File: config.mk
export PLATFORM = sky130hd
export DESIGN_NAME = ecc_enc_stream
export DESIGN_NICKNAME = d
export VERILOG_FILES = /design/src/rtl/ecc_pkg.sv /design/src/rtl/ecc_enc_core.sv /design/src/rtl/ecc_enc_stream.sv
export SDC_FILE = /design/constraint.sdc
export NUM_CORES = 1
export LEC_CHECK = 0
export CAP_MARGIN = 20
export CORE_AREA = 2 2 99 101
export CTS_CLUSTER_SIZE = 10
export DETAILED_ROUTE_END_ITERATION = 12
export DIE_AREA = 0 0 101 103
export HOLD_SLACK_MARGIN = 0.15
export MAX_ROUTING_LAYER = met4
export PLACE_DENSITY = 0.83
export REMOVE_ABC_BUFFERS = 1
export SYNTH_ARGS = -nofsm -noshare
export SYNTH_HDL_FRONTEND = slang
export SYNTH_HIERARCHICAL = 1
export SYNTH_SLANG_ARGS = --single-unit
File: constraint.sdc
create_clock -name clk_i -period 2.6 [get_ports clk_i]
set_input_delay 0.39 -clock clk_i [delete_from_list [all_inputs] [get_ports clk_i]]
set_output_delay 0.39 -clock clk_i [all_outputs]
set_load 0.05 [all_outputs]
File: src/rtl/ecc_pkg.sv
// ============================================================================
// Module  : ecc_pkg
// Purpose : Shared SECDED Hamming helpers used by both the encoder and the
//           decoder side of the project: check-bit count, power-of-two test,
//           data-bit <-> code-word position mapping and per-parity-bit
//           coverage masks.
// Ports   : none (package)
// Revision: 1.0 - initial release
// ============================================================================
`default_nettype none

package ecc_pkg;

  // Smallest m with 2**m >= m + k + 1.
  function automatic int calculate_m(input int k);
    int m;
    m = 1;
    while ((1 << m) < (m + k + 1)) m++;
    return m;
  endfunction

  function automatic bit is_power_of_2(input int v);
    return (v > 0) && ((v & (v - 1)) == 0);
  endfunction

  // Data bit number carried at code-word position pos (pos must not be a
  // power of two): the count of data positions below pos.
  function automatic int data_index(input int pos);
    int cnt;
    cnt = 0;
    for (int p = 1; p < pos; p++) begin
      if (!is_power_of_2(p)) cnt++;
    end
    return cnt;
  endfunction

  // Code-word position that carries data bit idx (inverse of data_index).
  function automatic int data_pos(input int idx);
    int pos;
    int seen;
    pos  = 0;
    seen = -1;
    while (seen < idx) begin
      pos++;
      if (!is_power_of_2(pos)) seen++;
    end
    return pos;
  endfunction

  // Bit p set when data position p (1..n) is covered by parity bit 2**j.
  function automatic logic [63:0] parity_mask(input int n, input int j);
    logic [63:0] mk;
    mk = '0;
    for (int p = 1; p <= n; p++) begin
      if (!is_power_of_2(p) && (((p >> j) & 1) == 1)) mk = mk | (64'd1 << p);
    end
    return mk;
  endfunction

endpackage

`default_nettype wire

File: src/rtl/ecc_enc_core.sv
// ============================================================================
// Module  : ecc_enc_core
// Purpose : Purely combinational SECDED Hamming encoder. Produces the code
//           word cw[n:0] in natural order (overall parity at bit 0).
// Ports   : data_i  [K-1:0]  information bits
//           cw_o    [N:0]    code word, index 0 = overall parity
// Revision: 1.0 - initial release
// ============================================================================
`default_nettype none

module ecc_enc_core
  import ecc_pkg::*;
#(
  parameter  int K = 32,
  localparam int M = calculate_m(K),
  localparam int N = M + K
) (
  input  logic [K-1:0] data_i,
  output logic [N:0]   cw_o
);

  logic [N:1] w_data_pos;  // data bits in place, zeros at parity positions
  logic [N:1] w_body;      // data plus Hamming parity bits

  for (genvar p = 1; p <= N; p++) begin : g_pos
    if (is_power_of_2(p)) begin : g_par
      // Parity position 2**j covers every data position with bit j set.
      localparam logic [63:0] PMASK = parity_mask(N, $clog2(p));
      assign w_data_pos[p] = 1'b0;
      assign w_body[p]     = ^(w_data_pos & PMASK[N:1]);
    end else begin : g_dat
      assign w_data_pos[p] = data_i[data_index(p)];
      assign w_body[p]     = data_i[data_index(p)];
    end
  end

  // Overall parity makes the complete word even.
  assign cw_o = {w_body, ^w_body};

endmodule

`default_nettype wire

File: src/rtl/ecc_enc_stream.sv
// ============================================================================
// Module  : ecc_enc_stream
// Purpose : Streaming SECDED encoder with valid/ready handshakes, 1 or 2
//           pipeline stages, selectable overall-parity placement and
//           per-word fault injection.
// Ports   : clk_i, rst_i (sync, active high)
//           in_valid_i / in_ready_o / data_i[K-1:0] / inj_mask_i[N:0]
//           out_valid_o / out_ready_i / cw_o[N:0] / inj_o
//           word_cnt_o[31:0] completed output transfers (wrapping)
// Revision: 1.0 - initial release
// ============================================================================
`default_nettype none

module ecc_enc_stream
  import ecc_pkg::*;
#(
  parameter  int K       = 32,
  parameter  int LATENCY = 1,
  parameter  int P0_LSB  = 1,
  localparam int M       = calculate_m(K),
  localparam int N       = M + K
) (
  input  logic         clk_i,
  input  logic         rst_i,
  input  logic         in_valid_i,
  output logic         in_ready_o,
  input  logic [K-1:0] data_i,
  input  logic [N:0]   inj_mask_i,
  output logic         out_valid_o,
  input  logic         out_ready_i,
  output logic [N:0]   cw_o,
  output logic         inj_o,
  output logic [31:0]  word_cnt_o
);

  logic [K-1:0] w_enc_data;
  logic [N:0]   w_enc_mask;
  logic         w_up_valid;   // a word enters the output stage this cycle
  logic [N:0]   w_cw_raw;
  logic [N:0]   w_cw_ord;
  logic [N:0]   w_cw_fin;
  logic         w_out_drain;
  logic         w_out_space;

  logic         out_full_q, out_full_d;
  logic [N:0]   cw_q, cw_d;
  logic         inj_q, inj_d;
  logic [31:0]  word_cnt_q, word_cnt_d;

  assign w_out_drain = out_full_q & out_ready_i;
  assign w_out_space = ~out_full_q | w_out_drain;

  if (LATENCY == 1) begin : g_lat1
    assign in_ready_o = ~rst_i & w_out_space;
    assign w_up_valid = in_valid_i & in_ready_o;
    assign w_enc_data = data_i;
    assign w_enc_mask = inj_mask_i;
  end else if (LATENCY == 2) begin : g_lat2
    logic         in_full_q, in_full_d;
    logic [K-1:0] in_data_q, in_data_d;
    logic [N:0]   in_mask_q, in_mask_d;
    logic         w_in_drain;
    logic         w_in_load;

    assign w_in_drain = in_full_q & w_out_space;
    assign in_ready_o = ~rst_i & (~in_full_q | w_in_drain);
    assign w_in_load  = in_valid_i & in_ready_o;

    always_comb begin
      in_full_d = in_full_q;
      in_data_d = in_data_q;
      in_mask_d = in_mask_q;
      if (w_in_load) begin
        in_full_d = 1'b1;
        in_data_d = data_i;
        in_mask_d = inj_mask_i;
      end else if (w_in_drain) begin
        in_full_d = 1'b0;
      end
    end

    always_ff @(posedge clk_i) begin
      if (rst_i) begin
        in_full_q <= 1'b0;
        in_data_q <= '0;
        in_mask_q <= '0;
      end else begin
        in_full_q <= in_full_d;
        in_data_q <= in_data_d;
        in_mask_q <= in_mask_d;
      end
    end

    // Encoding is computed from the input stage register.
    assign w_up_valid = w_in_drain;
    assign w_enc_data = in_data_q;
    assign w_enc_mask = in_mask_q;
  end else begin : g_lat_bad
    $error("ecc_enc_stream: LATENCY must be 1 or 2");
    assign in_ready_o = 1'b0;
    assign w_up_valid = 1'b0;
    assign w_enc_data = '0;
    assign w_enc_mask = '0;
  end

  ecc_enc_core #(
    .K (K)
  ) u_core (
    .data_i (w_enc_data),
    .cw_o   (w_cw_raw)
  );

  if (P0_LSB != 0) begin : g_p0_lsb
    assign w_cw_ord = w_cw_raw;
  end else begin : g_p0_msb
    assign w_cw_ord = {w_cw_raw[0], w_cw_raw[N:1]};
  end

  // Injection mask is in output bit order, so it applies after placement.
  assign w_cw_fin = w_cw_ord ^ w_enc_mask;

  always_comb begin
    out_full_d = out_full_q;
    cw_d       = cw_q;
    inj_d      = inj_q;
    word_cnt_d = word_cnt_q;
    // w_up_valid already implies the stage is empty or draining.
    if (w_up_valid) begin
      out_full_d = 1'b1;
      cw_d       = w_cw_fin;
      inj_d      = |w_enc_mask;
    end else if (w_out_drain) begin
      out_full_d = 1'b0;
    end
    if (w_out_drain) word_cnt_d = word_cnt_q + 32'd1;
  end

  always_ff @(posedge clk_i) begin
    if (rst_i) begin
      out_full_q <= 1'b0;
      cw_q       <= '0;
      inj_q      <= 1'b0;
      word_cnt_q <= '0;
    end else begin
      out_full_q <= out_full_d;
      cw_q       <= cw_d;
      inj_q      <= inj_d;
      word_cnt_q <= word_cnt_d;
    end
  end

  assign out_valid_o = out_full_q;
  assign cw_o        = cw_q;
  assign inj_o       = inj_q;
  assign word_cnt_o  = word_cnt_q;

endmodule

`default_nettype wire

==> flow_summary.ini, run 1 <==
[run_status]
status = finished clean

[synth]
yosysWarningCount = 6
ys_types = 33
syn_inst = 464
synth.cell_area_mm2 = 0.00415
avgSynthCellArea_um2 = 8.94
ys_ff_latch = 73
ys_seq_area_share_pct = 35.2

[clock_tree]
cts_max_path_buffers = 2
postCtsHoldBufs = 0
clk_pin_slew_ns = 0.08
cts.sinks = 73
cts_tree = built
htree_levels = 3
numCtsBuffers = 9
root_buffer = clkbuf_8
clock_latency_ns = 0.34

[global_routing]
grt_pass1_vias = 3826
antenna_found_initial = 0
grt_max_degree = 81
grt_overflow_total = 0
track_usage_pct = 23.1
grt_pass1_wl_mm = 18.2

[hold_path]
hold_class = flop to flop
whs_endpoint = cw_o[34]$_SDFFE_PP0P_
hold_depth = 2
holdCritStartpoint = cw_o[34]$_SDFFE_PP0P_

[critical_path]
required_ns = 2.83
r2r_start = word_cnt_o[5]$_SDFFE_PP0P_
endpoint_kind = flop
arrival_ns = 2.73
ff2ff_setup_slack_ns = 0.49
cp-start-kind = input pin
crit_type = input pin to flop
path_max_fanout = 2
rr_worst_depth = 4
r2r-end = word_cnt_o[31]$_SDFFE_PP0P_

[die]
start_util_pct = 43.8
ios = 149
die_x_um = 101
core_mm2 = 0.00946
die_area_mm2 = 0.0104
die_y_um = 103
rows = 36

[sta]
finalMaxSlewViolations = 0
setup-tns-final_ns = 0
slew_headroom_pct = 62.1
rsz0062_at_grt = no
fin_crit_sh_pct = 96.2
timing.hold.ws_ns = 0.469
fin_crit_ns = 2.50
fmax_mhz = 400
finalClockSkew_ns = 0.00724
hold_viol = 0
setup_violations = 0
fin_ws_ns = 0.0976
worst_pin_slew_ns = 0.567

[cells_and_area]
fin_area_mm2 = 0.00608
fillers = 740
final_util_pct = 64.3
num_antenna_cells = 0
finalNetCount = 693
syn2layout_area_growth_pct = 46.6
drive_gt1_share_pct = 11.9

[drt]
first_pass_iters = 5
via_per_inst = 5.33
drc = 0
wl_per_cell_um = 15.9
vias = 3920
drt_iter0_drc = 121
routed_wl_mm = 11.7
drtAntennaViolNets = 0

[pwr]
power.leakage_nw = 2.17
ir_drop_uv = 671
p_per_area_mw_per_mm2 = 619

[placed_design]
placed_area_mm2 = 0.00582
dpl_worst_slack_ns = -0.320
dp.final_hpwl_mm = 9.05
gp_congestion = 0.880
io_buffer_count = 148

[flow_run]
max_cap_viol_count = 0
flip-flops by register name (all words and copies together), names as in the netlist:
register and flops:
word_cnt_o 32, cw_o 39, inj_o 1, out_valid_o 1
logic make-up (layout without fill, tap and decap cells):
family,Yosys count,in the layout,synth area share [%]
buffers and inverters,60,217,8.36
AO/OA/AOI/OAI,79,79,10.2
flip-flops,73,73,35.2
XOR/XNOR,107,107,26.5
AND/OR/NAND/NOR,143,143,19.2
multiplexers,1,1,0.272
adder cells (fa/ha/maj),1,1,0.302
worst max-delay path by stage:
| stage | startpoint | end | slack (ns) | cells after the start |
|---|---|---|---|---|
| final | data_i[22] | cw_o[0]$_SDFFE_PP0P_ | 0.1 | 8 |
| after global routing | data_i[16] | cw_o[0]$_SDFFE_PP0P_ | 0.01 | 10 |
| after global placement | data_i[16] | cw_o[0]$_SDFFE_PP0P_ | -0.28 | 8 |
| after detailed placement | data_i[16] | cw_o[0]$_SDFFE_PP0P_ | -0.32 | 8 |
| after CTS | data_i[16] | cw_o[0]$_SDFFE_PP0P_ | 0.05 | 8 |
| after floorplan | data_i[23] | cw_o[0]$_SDFFE_PP0P_ | 0.31 | 7 |
area by class of cell:
cell class              instances  area (um^2)  area share, %
clock buffers                  12          145           2.39
clock inverters                 3         65.1           1.07
inverters                       5         18.8          0.309
multi-input cells             331         2370           39.0
flip-flops and latches         73         1460           24.0
well taps                     114          143           2.35
repair buffers                197         1880           30.9
stage by stage:
step / std cells / power (mW)
floorplan: 409 / 2.20
global placement: 718 / 2.73
detailed placement: 718 / 2.75
CTS: 733 / 3.74
global route: 735 / 3.91
finish: 735 / 3.76
cells in the final DEF, fill, tap and decap left out, drive strengths merged, types with 9 or more instances in the layout:
cell and count:
or3 9, nand3 51, clkdlybuf4s50 145, o21ai 48, a21oi 20, xor2 16
nand2 15, nand4 13, or4 12, xnor2 82, buf 50, o31ai 11
nor2 15, nor4 13, clkbuf 12, dfxtp 73
cells in the mapped netlist:
master,number,share of area (%)
nand2_1,15,1.4
or3_1,9,1.4
nand3_1,50,6.0
or4_1,12,2.2
nor3_1,4,0.48
inv_1,5,0.45
dfxtp_1,73,35
xnor2_2,2,0.78
and4_1,5,1.1
and2b_1,1,0.18
xnor3_2,1,0.57
xnor2_4,1,0.66
or3b_2,1,0.21
nand4_1,13,2.0
nor4_1,13,2.0
a21oi_1,20,2.4
buf_4,32,5.8
and3_1,1,0.15
o31ai_1,11,2.0
xnor3_1,7,3.8
mux2_2,1,0.27
buf_1,6,0.54
xor3_1,1,0.57
clkbuf_1,16,1.4
nand3_4,1,0.42
xor2_1,16,3.4
and2_1,2,0.30
nor2_1,15,1.4
o21ai_0,48,5.8
buf_2,1,0.12
nor2b_1,1,0.15
xnor2_1,79,17
ha_1,1,0.30
worst max-delay path, cell delays in order:
cell             delay, ns
clkdlybuf4s50_1       0.51
xor3_1                0.23
xnor3_1               0.39
xnor3_1               0.38
xnor3_1               0.39
xnor3_1               0.22
xnor2_1               0.14
o21ai_1               0.08
routing by layer:
metal,vias up,routed length (um),GRT usage (%)
met5,-,0,-
met4,0,204,8.84
met3,16,988,6.44
met2,175,5980,41.0
met1,1818,4500,24.6
li1,1911,-,-
report_power, final:
part | leakage (nW) | internal (mW) | total, mW | switching (mW)
registers | 0.597 | 1.20 | 1.25 | 0.0507
clock network | 0.106 | 0.561 | 0.978 | 0.417
logic | 1.46 | 0.790 | 1.53 | 0.739
total | 2.17 | 2.55 | 3.76 | 1.21
repair_timing:
item                       in CTS  in global routing
buffers inserted                0                  2
resized for setup               0                  7
setup endpoints to repair       0                  1
Power figures use the tool's default switching activity.
==> run 2: changes to the inputs <==
GPL_TIMING_DRIVEN = 0   (was unset)
PLACE_DENSITY = 0.8   (was 0.83)
==> flow_summary.ini, run 2 (same netlist as run 1, synthesis figures left out) <==
[hold_path]
hold_class = flop to flop
holdCritStartpoint = cw_o[33]$_SDFFE_PP0P_

[clock_tree]
cts_max_path_buffers = 2
numCtsBuffers = 9
root_buffer = clkbuf_8
clk_pin_slew_ns = 0.07
cts_tree = built
cts.sinks = 73
postCtsHoldBufs = 0
htree_levels = 3
clock_latency_ns = 0.35

[sta]
fin_crit_sh_pct = 97.9
slew_headroom_pct = 58.2
fmax_mhz = 393
finalClockSkew_ns = 0.0118
fin_crit_ns = 2.54
hold_viol = 0
worst_pin_slew_ns = 0.627
timing.hold.ws_ns = 0.474
setup_violations = 0
finalMaxSlewViolations = 0

[critical_path]
ff2ff_setup_slack_ns = 0.38
cp-startpoint = data_i[28]
arrival_ns = 2.76
cp-start-kind = input pin
required_ns = 2.81
r2r-end = word_cnt_o[20]$_SDFFE_PP0P_
rr_worst_depth = 5
r2r_start = word_cnt_o[0]$_SDFFE_PP0P_
crit_type = input pin to flop
crit_end = cw_o[0]$_SDFFE_PP0P_
path_max_fanout = 3
endpoint_kind = flop

[drt]
via_per_inst = 5.33
wl_met1_mm = 4.69
wl_per_cell_um = 16.1
top_layer_used = met4
drtAntennaViolNets = 0
routed_wl_mm = 11.1
first_pass_iters = 4
vias = 3680
wl_met2_mm = 5.62
wl_met3_um = 604
drt_iter0_drc = 105
drc = 0

[die]
core_mm2 = 0.00946
die_x_um = 101
rows = 36
die_y_um = 103
ios = 149
die_area_mm2 = 0.0104
start_util_pct = 43.8

[placed_design]
io_buffer_count = 148
placed_area_mm2 = 0.00552
place_inst = 674
gp_congestion = 0.834
dp.final_hpwl_mm = 8.57

[pwr]
ir_drop_uv = 512
p_per_area_mw_per_mm2 = 627
power.leakage_nw = 2.02

[run_status]
status = finished clean

[cells_and_area]
num_antenna_cells = 0
fin_area_mm2 = 0.00583
final_common_cell = clkdlybuf4s50_1
syn2layout_area_growth_pct = 40.6
largest_reg_flops = 39
finalNonFillerCells = 691
finalNetCount = 649
drive_gt1_share_pct = 6.24
layout_common_cells = clkdlybuf4s50_1 (138), dfxtp_1 (73), xnor2_1 (72)

[global_routing]
grt_pass1_wl_mm = 17.0
track_usage_pct = 21.8
antenna_found_initial = 0
grt_pass1_vias = 3561
grt_max_degree = 49
grt_overflow_total = 0

[flow_run]
max_cap_viol_count = 0
run 2: changes by cell type in the layout (fill, tap and decap cells not counted), moves of 2 or more:
cell,previous run,this run
buf_16,0,2
buf_4,48,2
clkdlybuf4s50_1,145,138
dlygate4sd2_1,0,6
dlymetal6s2s_1,2,4
xnor2_1,77,72
xnor2_2,4,9
xor2_1,14,12
xor2_2,2,4
run 2: how the worst min path moves through the flow:
| stage | end | slack [ns] | cells after the start |
|---|---|---|---|
| 2_1_floorplan | word_cnt_o[14]$_SDFFE_PP0P_ | 0.46 | 1 |
| 4_1_cts | cw_o[15]$_SDFFE_PP0P_ | 0.48 | 2 |
| 5_1_grt | cw_o[18]$_SDFFE_PP0P_ | 0.50 | 2 |
| 3_3_place_gp | cw_o[15]$_SDFFE_PP0P_ | 0.45 | 2 |
| 6_report | cw_o[33]$_SDFFE_PP0P_ | 0.47 | 2 |
| 3_5_place_dp | cw_o[15]$_SDFFE_PP0P_ | 0.47 | 2 |
run 2: final cells by class:
type | count | area (um^2)
clock buffer | 12 | 145
clock inverter | 3 | 65.1
timing repair buffer | 153 | 1570
fill | 801 | 3630
inverter | 5 | 18.8
tap | 114 | 143
sequential | 73 | 1460
multi-input combinational | 331 | 2420
run 2: per-stage QoR:
stage,util [%],power (mW),setup TNS [ns],worst slack (ns)
after global routing,61.6,3.79,-0.00235,-0.00235
after detailed placement,58.3,2.66,-3.74,-0.468
after CTS,60.8,3.64,0,0.00120
final,61.6,3.65,0,0.0552
after floorplan,-,2.20,0,0.309
after global placement,57.5,2.63,-29.00,-0.731
run 2: routing by layer:
metal / track usage [%] / up-vias
li1: - / 1816
met1: 24.4 / 1717
met2: 38.2 / 129
met3: 4.47 / 18
met4: 8.63 / 0
met5: - / -
run 2: repair_timing:
item                                    in CTS  in global routing
buffers inserted                             0                  2
pin swaps                                    3                  3
endpoints found under the setup margin       2                  1
resized for setup                           10                 11
run 2: critical path, cell delays in order:
cell and delay (ns):
clkdlybuf4s50_1 0.51, xnor2_2 0.21, xnor2_2 0.21, xnor3_1 0.48
xor2_2 0.22, xnor3_1 0.47, xnor2_1 0.17, o21ai_0 0.08
run 2: report_power, final:
group / leakage (nW) / total, mW / switching [mW] / internal, mW
registers: 0.597 / 1.25 / 0.0467 / 1.20
logic: 1.32 / 1.42 / 0.731 / 0.686
clock network: 0.106 / 0.986 / 0.424 / 0.561
total: 2.02 / 3.65 / 1.20 / 2.45
